File: src/rtl/reorder_buffer.sv
// reorder_buffer
//   In-order retirement queue for the out-of-order core. Hands out a ROB tag
//   (the tail index) per renamed instruction, captures writeback results, and
//   retires up to two completed entries per cycle in program order. Two
//   tag-indexed read ports let dispatch pick up values of live producers,
//   including a same-cycle bypass of the writeback bus.
//
// Ports
//   clk, rst                 clock (rising edge), asynchronous active-low reset
//   flush                    synchronous squash of every entry (highest priority)
//   alloc_req / alloc_dest   allocate one entry for architectural reg alloc_dest
//   alloc_ready / alloc_tag  room available (~full) / tag granted (tail index)
//   wb_valid/wb_tag/wb_data  result writeback
//   rd_tag_a/b               operand lookup tags
//   rd_ready_a/b, rd_data_a/b  lookup result (done, or completing this cycle)
//   cm0_* / cm1_*            retirement of head and head+1 (valid, tag, dest, data)
//   count, empty, full       occupancy
module reorder_buffer #(
    parameter int DEPTH  = 16,
    parameter int TAG_W  = 5,
    parameter int DATA_W = 32
) (
    input  logic              clk,
    input  logic              rst,
    input  logic              flush,
    input  logic              alloc_req,
    input  logic [4:0]        alloc_dest,
    output logic              alloc_ready,
    output logic [TAG_W-1:0]  alloc_tag,
    input  logic              wb_valid,
    input  logic [TAG_W-1:0]  wb_tag,
    input  logic [DATA_W-1:0] wb_data,
    input  logic [TAG_W-1:0]  rd_tag_a,
    input  logic [TAG_W-1:0]  rd_tag_b,
    output logic              rd_ready_a,
    output logic              rd_ready_b,
    output logic [DATA_W-1:0] rd_data_a,
    output logic [DATA_W-1:0] rd_data_b,
    output logic              cm0_valid,
    output logic [TAG_W-1:0]  cm0_tag,
    output logic [4:0]        cm0_dest,
    output logic [DATA_W-1:0] cm0_data,
    output logic              cm1_valid,
    output logic [TAG_W-1:0]  cm1_tag,
    output logic [4:0]        cm1_dest,
    output logic [DATA_W-1:0] cm1_data,
    output logic [TAG_W:0]    count,
    output logic              empty,
    output logic              full
);

    localparam int IDX_W = (DEPTH > 1) ? $clog2(DEPTH) : 1;
    localparam logic [TAG_W:0] DEPTH_C = (TAG_W+1)'(DEPTH);

    logic [IDX_W-1:0]  head_q, head_d, tail_q, tail_d;
    logic [TAG_W:0]    count_q, count_d;
    logic [DEPTH-1:0]  valid_q, valid_d, done_q, done_d;
    logic [4:0]        dest_q [DEPTH];
    logic [4:0]        dest_d [DEPTH];
    logic [DATA_W-1:0] data_q [DEPTH];
    logic [DATA_W-1:0] data_d [DEPTH];

    logic [IDX_W-1:0]  head1, wb_idx;
    logic              wb_in_range, wb_hit, alloc_fire, cm0_fire, cm1_fire;
    logic [DEPTH-1:0]  alloc_sel, wb_sel, retire_sel;

    assign head1       = head_q + IDX_W'(1);
    assign wb_idx      = wb_tag[IDX_W-1:0];
    // Tags beyond DEPTH never name an entry and must not alias onto one.
    assign wb_in_range = ({1'b0, wb_tag} < DEPTH_C);

    assign full        = (count_q == DEPTH_C);
    assign empty       = (count_q == '0);
    assign alloc_ready = ~full;
    assign alloc_tag   = TAG_W'(tail_q);
    assign count       = count_q;

    // Room is judged on registered occupancy only, so a retirement this
    // cycle never frees a slot for an allocation in the same cycle.
    assign alloc_fire = alloc_req & ~full;
    assign cm0_fire   = valid_q[head_q] & done_q[head_q];
    assign cm1_fire   = cm0_fire & valid_q[head1] & done_q[head1];
    // A second writeback to an already-completed entry is dropped.
    assign wb_hit     = wb_valid & wb_in_range & valid_q[wb_idx] & ~done_q[wb_idx];

    // Per-entry one-hot update strobes. Allocation targets an invalid slot,
    // writeback a valid not-done slot, retirement a done slot, so at most one
    // of the three can select a given entry in a cycle.
    for (genvar gi = 0; gi < DEPTH; gi++) begin : gen_sel
        assign alloc_sel[gi]  = alloc_fire & (tail_q == IDX_W'(gi));
        assign wb_sel[gi]     = wb_hit & (wb_idx == IDX_W'(gi));
        assign retire_sel[gi] = (cm0_fire & (head_q == IDX_W'(gi)))
                              | (cm1_fire & (head1 == IDX_W'(gi)));
    end

    always_comb begin
        valid_d = valid_q;
        done_d  = done_q;
        dest_d  = dest_q;
        data_d  = data_q;
        for (int i = 0; i < DEPTH; i++) begin
            if (retire_sel[i]) begin
                valid_d[i] = 1'b0;
                done_d[i]  = 1'b0;
            end
            if (alloc_sel[i]) begin
                valid_d[i] = 1'b1;
                done_d[i]  = 1'b0;
                dest_d[i]  = alloc_dest;
            end
            if (wb_sel[i]) begin
                done_d[i] = 1'b1;
                data_d[i] = wb_data;
            end
        end
        // Payload writes during a flush are harmless: the entry is invalid.
        if (flush) begin
            valid_d = '0;
            done_d  = '0;
        end
    end

    always_comb begin
        head_d  = head_q + IDX_W'(cm0_fire) + IDX_W'(cm1_fire);
        tail_d  = tail_q + IDX_W'(alloc_fire);
        count_d = count_q + (TAG_W+1)'(alloc_fire)
                          - (TAG_W+1)'(cm0_fire) - (TAG_W+1)'(cm1_fire);
        if (flush) begin
            head_d  = '0;
            tail_d  = '0;
            count_d = '0;
        end
    end

    always_ff @(posedge clk or negedge rst) begin
        if (!rst) begin
            head_q  <= '0;
            tail_q  <= '0;
            count_q <= '0;
            valid_q <= '0;
            done_q  <= '0;
        end else begin
            head_q  <= head_d;
            tail_q  <= tail_d;
            count_q <= count_d;
            valid_q <= valid_d;
            done_q  <= done_d;
        end
    end

    // Payload storage needs no reset: it is only observed through valid/done.
    always_ff @(posedge clk) begin
        dest_q <= dest_d;
        data_q <= data_d;
    end

    // Commit ports, driven from registered state even during a flush.
    assign cm0_valid = cm0_fire;
    assign cm0_tag   = TAG_W'(head_q);
    assign cm0_dest  = cm0_fire ? dest_q[head_q] : '0;
    assign cm0_data  = cm0_fire ? data_q[head_q] : '0;
    assign cm1_valid = cm1_fire;
    assign cm1_tag   = TAG_W'(head1);
    assign cm1_dest  = cm1_fire ? dest_q[head1] : '0;
    assign cm1_data  = cm1_fire ? data_q[head1] : '0;

    // Operand read ports: stored value if done, else bypass the writeback bus.
    logic [1:0][TAG_W-1:0]  rd_tag_v;
    logic [1:0]             rd_ready_v;
    logic [1:0][DATA_W-1:0] rd_data_v;

    assign rd_tag_v[0] = rd_tag_a;
    assign rd_tag_v[1] = rd_tag_b;

    for (genvar gi = 0; gi < 2; gi++) begin : gen_rd
        logic [IDX_W-1:0] idx;
        logic             live, bypass;
        assign idx    = rd_tag_v[gi][IDX_W-1:0];
        assign live   = ({1'b0, rd_tag_v[gi]} < DEPTH_C) & valid_q[idx];
        assign bypass = wb_valid & (wb_tag == rd_tag_v[gi]);
        assign rd_ready_v[gi] = live & (done_q[idx] | bypass);
        assign rd_data_v[gi]  = !live       ? '0 :
                                done_q[idx] ? data_q[idx] :
                                bypass      ? wb_data : '0;
    end

    assign rd_ready_a = rd_ready_v[0];
    assign rd_ready_b = rd_ready_v[1];
    assign rd_data_a  = rd_data_v[0];
    assign rd_data_b  = rd_data_v[1];

endmodule

File: config.mk
export PLATFORM = sky130hd
export DESIGN_NAME = reorder_buffer
export DESIGN_NICKNAME = d
export VERILOG_FILES = /design/src/rtl/reorder_buffer.sv
export SDC_FILE = /design/constraint.sdc
export NUM_CORES = 2
export LEC_CHECK = 0
export CAP_MARGIN = 20
export CORE_MARGIN = 3
export CORE_UTILIZATION = 50
export DETAILED_ROUTE_END_ITERATION = 7
export PLACE_DENSITY = 0.69
export SLEW_MARGIN = 20
export SYNTH_ARGS = -nofsm -noshare
export SYNTH_HDL_FRONTEND = slang
export SYNTH_SLANG_ARGS = --single-unit
File: constraint.sdc
create_clock -name clk -period 7.2 [get_ports clk]
set_input_delay 2.16 -clock clk [delete_from_list [all_inputs] [get_ports clk]]
set_output_delay 2.16 -clock clk [all_outputs]
set_load 0.01 [all_outputs]
==> results.sh <==
export IMPL_status="finished, final reports clean"
export IMPL_synthAdderAreaFrac_pct=0.668
export IMPL_tightest_slew_ps=1170
export IMPL_port_buffer_count=219
export IMPL_clk_root_buffer_cell="clkbuf_16"
export IMPL_drive_gt1_share_pct=37.3
export IMPL_synthArstFlopShare_pct=7.21
export IMPL_grt_overflow=0
export IMPL_synth_xor_area_share_pct=0.485
export IMPL_fp_coreArea_mm2=0.0781
export IMPL_num_rows=102
export IMPL_p_leak_nw=14.1
export IMPL_min_path_type="reg2reg"
export IMPL_worst_path_largest_cell_delay_ps=620
export IMPL_num_vias=26500
export IMPL_drt_vias_per_instance=7.43
export IMPL_final_nets=2540
export IMPL_gp_congestion=0.953
export IMPL_arrival_ps=4960
export IMPL_crit_chain="clkdlybuf4s50_1 > mux4_2 > a22oi_1 > nand3_4 > buf_12 > mux2i_1 > nor2_1 > clkdlybuf4s50_1"
export IMPL_fin_crit_sh_pct=98.9
export IMPL_ys_flop_type="edfxtp_1"
export IMPL_yosysWarnings=0
export IMPL_grt_pass1_vias=27300
export IMPL_grt_pass1_wl_um=188000
export IMPL_synth_edf_count=592
export IMPL_insertion_delay_ps=620
export IMPL_fillers=5623
export IMPL_skew_ps=29.6
export IMPL_worst_setup_path_start_kind="primary input"
export IMPL_clkSlewWorstSetupHoldPaths_ps=50
export IMPL_grt_max_degree=115
export IMPL_crit_type="in2out"
export IMPL_io_pins=223
export IMPL_fin_cells=3563
export IMPL_cts_tree="yes"
export IMPL_cts_sinks=638
export IMPL_worstPathMaxFanout=20
export IMPL_synth_area_mux_share_pct=38.8
export IMPL_antenna_left=0
export IMPL_syn_to_final_growth_pct=16.9
export IMPL_die_y_um=288
export IMPL_p_per_area_mw_per_mm2=191
export IMPL_dieWidth_um=288
export IMPL_setup_viol=0
export IMPL_antenna_found_initial=1
export IMPL_first_iter_violations=3826
export IMPL_rsz0062_at_grt="no"
export IMPL_die_area_mm2=0.0828
export IMPL_hold_viol=0
export IMPL_slew_headroom_pct=21.9
export IMPL_wl_per_cell_um=35.9
export IMPL_ff2ff_path_depth=17
export IMPL_dp_cells=3428
export IMPL_cts_max_level=3
export IMPL_grt_usage_pct=31.4
export IMPL_syn_inst=2284
export IMPL_hpwlAfterDp_um=79000
export IMPL_synthDistinctLibCells=54
export IMPL_worst_path_buf_inv=3
export IMPL_crit_family="buffers and inverters"
export IMPL_syn_cell_area_mm2=0.0397
export IMPL_synth_simple_area_share_pct=5.19
export IMPL_critPathSlowestCell="clkdlybuf4s50_1"
export IMPL_cpMostUsedCell="clkdlybuf4s50_1"
export IMPL_ys_ff_latch=638
export IMPL_vdd_drop_max_mv=0.160
export IMPL_drt_wl_total_um=128000
export IMPL_regArea_mm2=0.0189
export IMPL_whs_ps=644
export IMPL_hold_depth=2
export IMPL_clk_path_buf_depth=3
export IMPL_drc=0
export IMPL_maxSlewViolCount=0
export IMPL_fmax_mhz=140
export IMPL_post_route_util_pct=59.4
export IMPL_ys_seq_area_share_pct=47.7
export IMPL_cts_inserted_buffers=73
export IMPL_timing_critical_path_required_ps=5040
export IMPL_tns_ps=0
export IMPL_start_util_pct=50.8
export IMPL_multi_input_area_mm2=0.0198
export IMPL_avgSynthCellArea_um2=17.4
export IMPL_max_cap_violations=0
export IMPL_fin_crit_ps=7120
export IMPL_endpoint_kind="primary output"
export IMPL_path_depth=8
export IMPL_synth_top_family_by_area="multiplexers"
export IMPL_first_pass_iters=6
export IMPL_synth_compound_area_share_pct=4.05
## worst reg2reg max path: cells and delay by family, from the launching register on
family	cells	cell delay [ps]
AO/OA/AOI/OAI	2	270
XOR/XNOR	2	730
adder cells (fa/ha/maj)	4	1040
buffers and inverters	3	440
flip-flops	1	940
multiplexers	2	1070
AND/OR/NAND/NOR	4	510
## cells in the mapped netlist, drive strengths merged, types with 6 or more instances
cell	instances	share of area [%]
nand4	21	0.33
o31ai	9	0.17
o21bai	9	0.17
a22oi	133	2.6
nand3b	6	0.11
a31oi	26	0.41
nand2	87	0.82
or4	6	0.11
dfrtp	46	2.9
o22ai	16	0.25
xor2	12	0.28
clkbuf	114	1.1
edfxtp	592	45
nor3	10	0.13
and2	19	0.30
ha	18	0.57
xnor2	7	0.20
buf	119	1.6
nor2b	58	0.91
o32ai	12	0.26
nor3b	40	0.87
nand3	25	0.35
inv	46	0.44
nor2	95	0.90
mux2i	72	1.8
mux4	651	37
## sequential cells by signal, summed over array words and instances, names as in the netlist
| name | flops |
|---|---|
| dest_q | 80 |
| head_q | 4 |
| tail_q | 4 |
| valid_q | 16 |
| done_q | 16 |
| data_q | 512 |
| count | 6 |
## layout make-up
cell class                      instances  share of cell area, %
Multi-Input combinational cell       1369                   42.6
Antenna cell                            2                 0.0108
Timing Repair Buffer                  335                   7.72
Sequential cell                       638                   40.8
Clock inverter                         52                   1.56
Tap cell                             1040                   2.81
Clock buffer                           81                   4.09
Inverter                               46                  0.375
## layer usage
layer	part of all wire (%)	global-route usage [%]	vias up
met2	48	50.1	2012
met1	35	42.0	13800
met3	12	7.99	358
met5	0	0	-
met4	4.2	12.1	0
li1	-	-	10300
## placed cells by master, fill, tap and decap left out, types with 7 or more instances in the layout
master,n
a22oi_1,132
a31oi_1,26
and2_1,17
buf_12,40
buf_4,73
bufinv_16,16
clkbuf_16,75
clkdlybuf4s50_1,214
clkinv_1,12
clkinv_2,10
clkinvlp_4,7
dfrtp_1,42
edfxtp_1,592
ha_1,17
inv_1,44
mux2i_1,72
mux4_2,651
nand2_1,87
nand3_1,22
nand4_1,21
nor2_1,81
nor2_4,14
nor2b_1,54
nor3b_1,31
nor3b_2,9
o21bai_1,9
o22ai_1,16
o31ai_1,9
o32ai_1,12
xor2_1,11
## cell families (layout without fill, tap and decap cells)
family                     count (synthesis)  in the layout
xor gates and xnor gates                  19             19
muxes                                    724            724
DFF                                      638            638
other                                      1              5
adders and majority gates                 20             20
and+or+nand+nor                          386            386
AOI/OAI and AO/OA                        217            217
buffers and inverters                    279            514
## where the power goes
group | total, W | switching [W] | internal, W
clock network | 0.00406 | 0.00157 | 0.00249
registers | 0.00410 | 0.0000249 | 0.00408
logic | 0.000709 | 0.000396 | 0.000312
total | 0.00887 | 0.00199 | 0.00688
## path summary, 6_finish.rpt
check | startpoint | endpoint | slack [ps]
worst max register to register | head_q[1]$_DFF_PN0_ | count[5]$_DFF_PN0_ | 2060
min in group asynchronous | rst | tail_q[2]$_DFF_PN0_ | 1640
max in group asynchronous | rst | head_q[3]$_DFF_PN0_ | 5050
worst min register to register | valid_q[11]$_DFFE_PN0P_ | valid_q[11]$_DFFE_PN0P_ | 640
worst min-delay path | valid_q[11]$_DFFE_PN0P_ | valid_q[11]$_DFFE_PN0P_ | 640
worst max-delay path | rd_tag_a[2] | rd_data_a[12] | 80
## per-stage QoR
step / area, um2 / setup slack, ps / power, W
2_1_floorplan: 39700 / 978 / 0.00457
3_3_place_gp: 43700 / 147 / 0.00487
3_5_place_dp: 43700 / 132 / 0.00488
4_1_cts: 46400 / 78.9 / 0.00890
5_1_grt: 46400 / 5.11 / 0.00911
6_report: 46400 / 81.1 / 0.00887
## timing repair
| action | CTS | global route |
|---|---|---|
| hold buffers | 0 | 0 |
| setup buffers | 0 | 0 |
| endpoints found under the setup margin | 0 | 2 |
| gates resized for setup | 0 | 2 |
No activity file was read; power rests on OpenSTA's default activity.
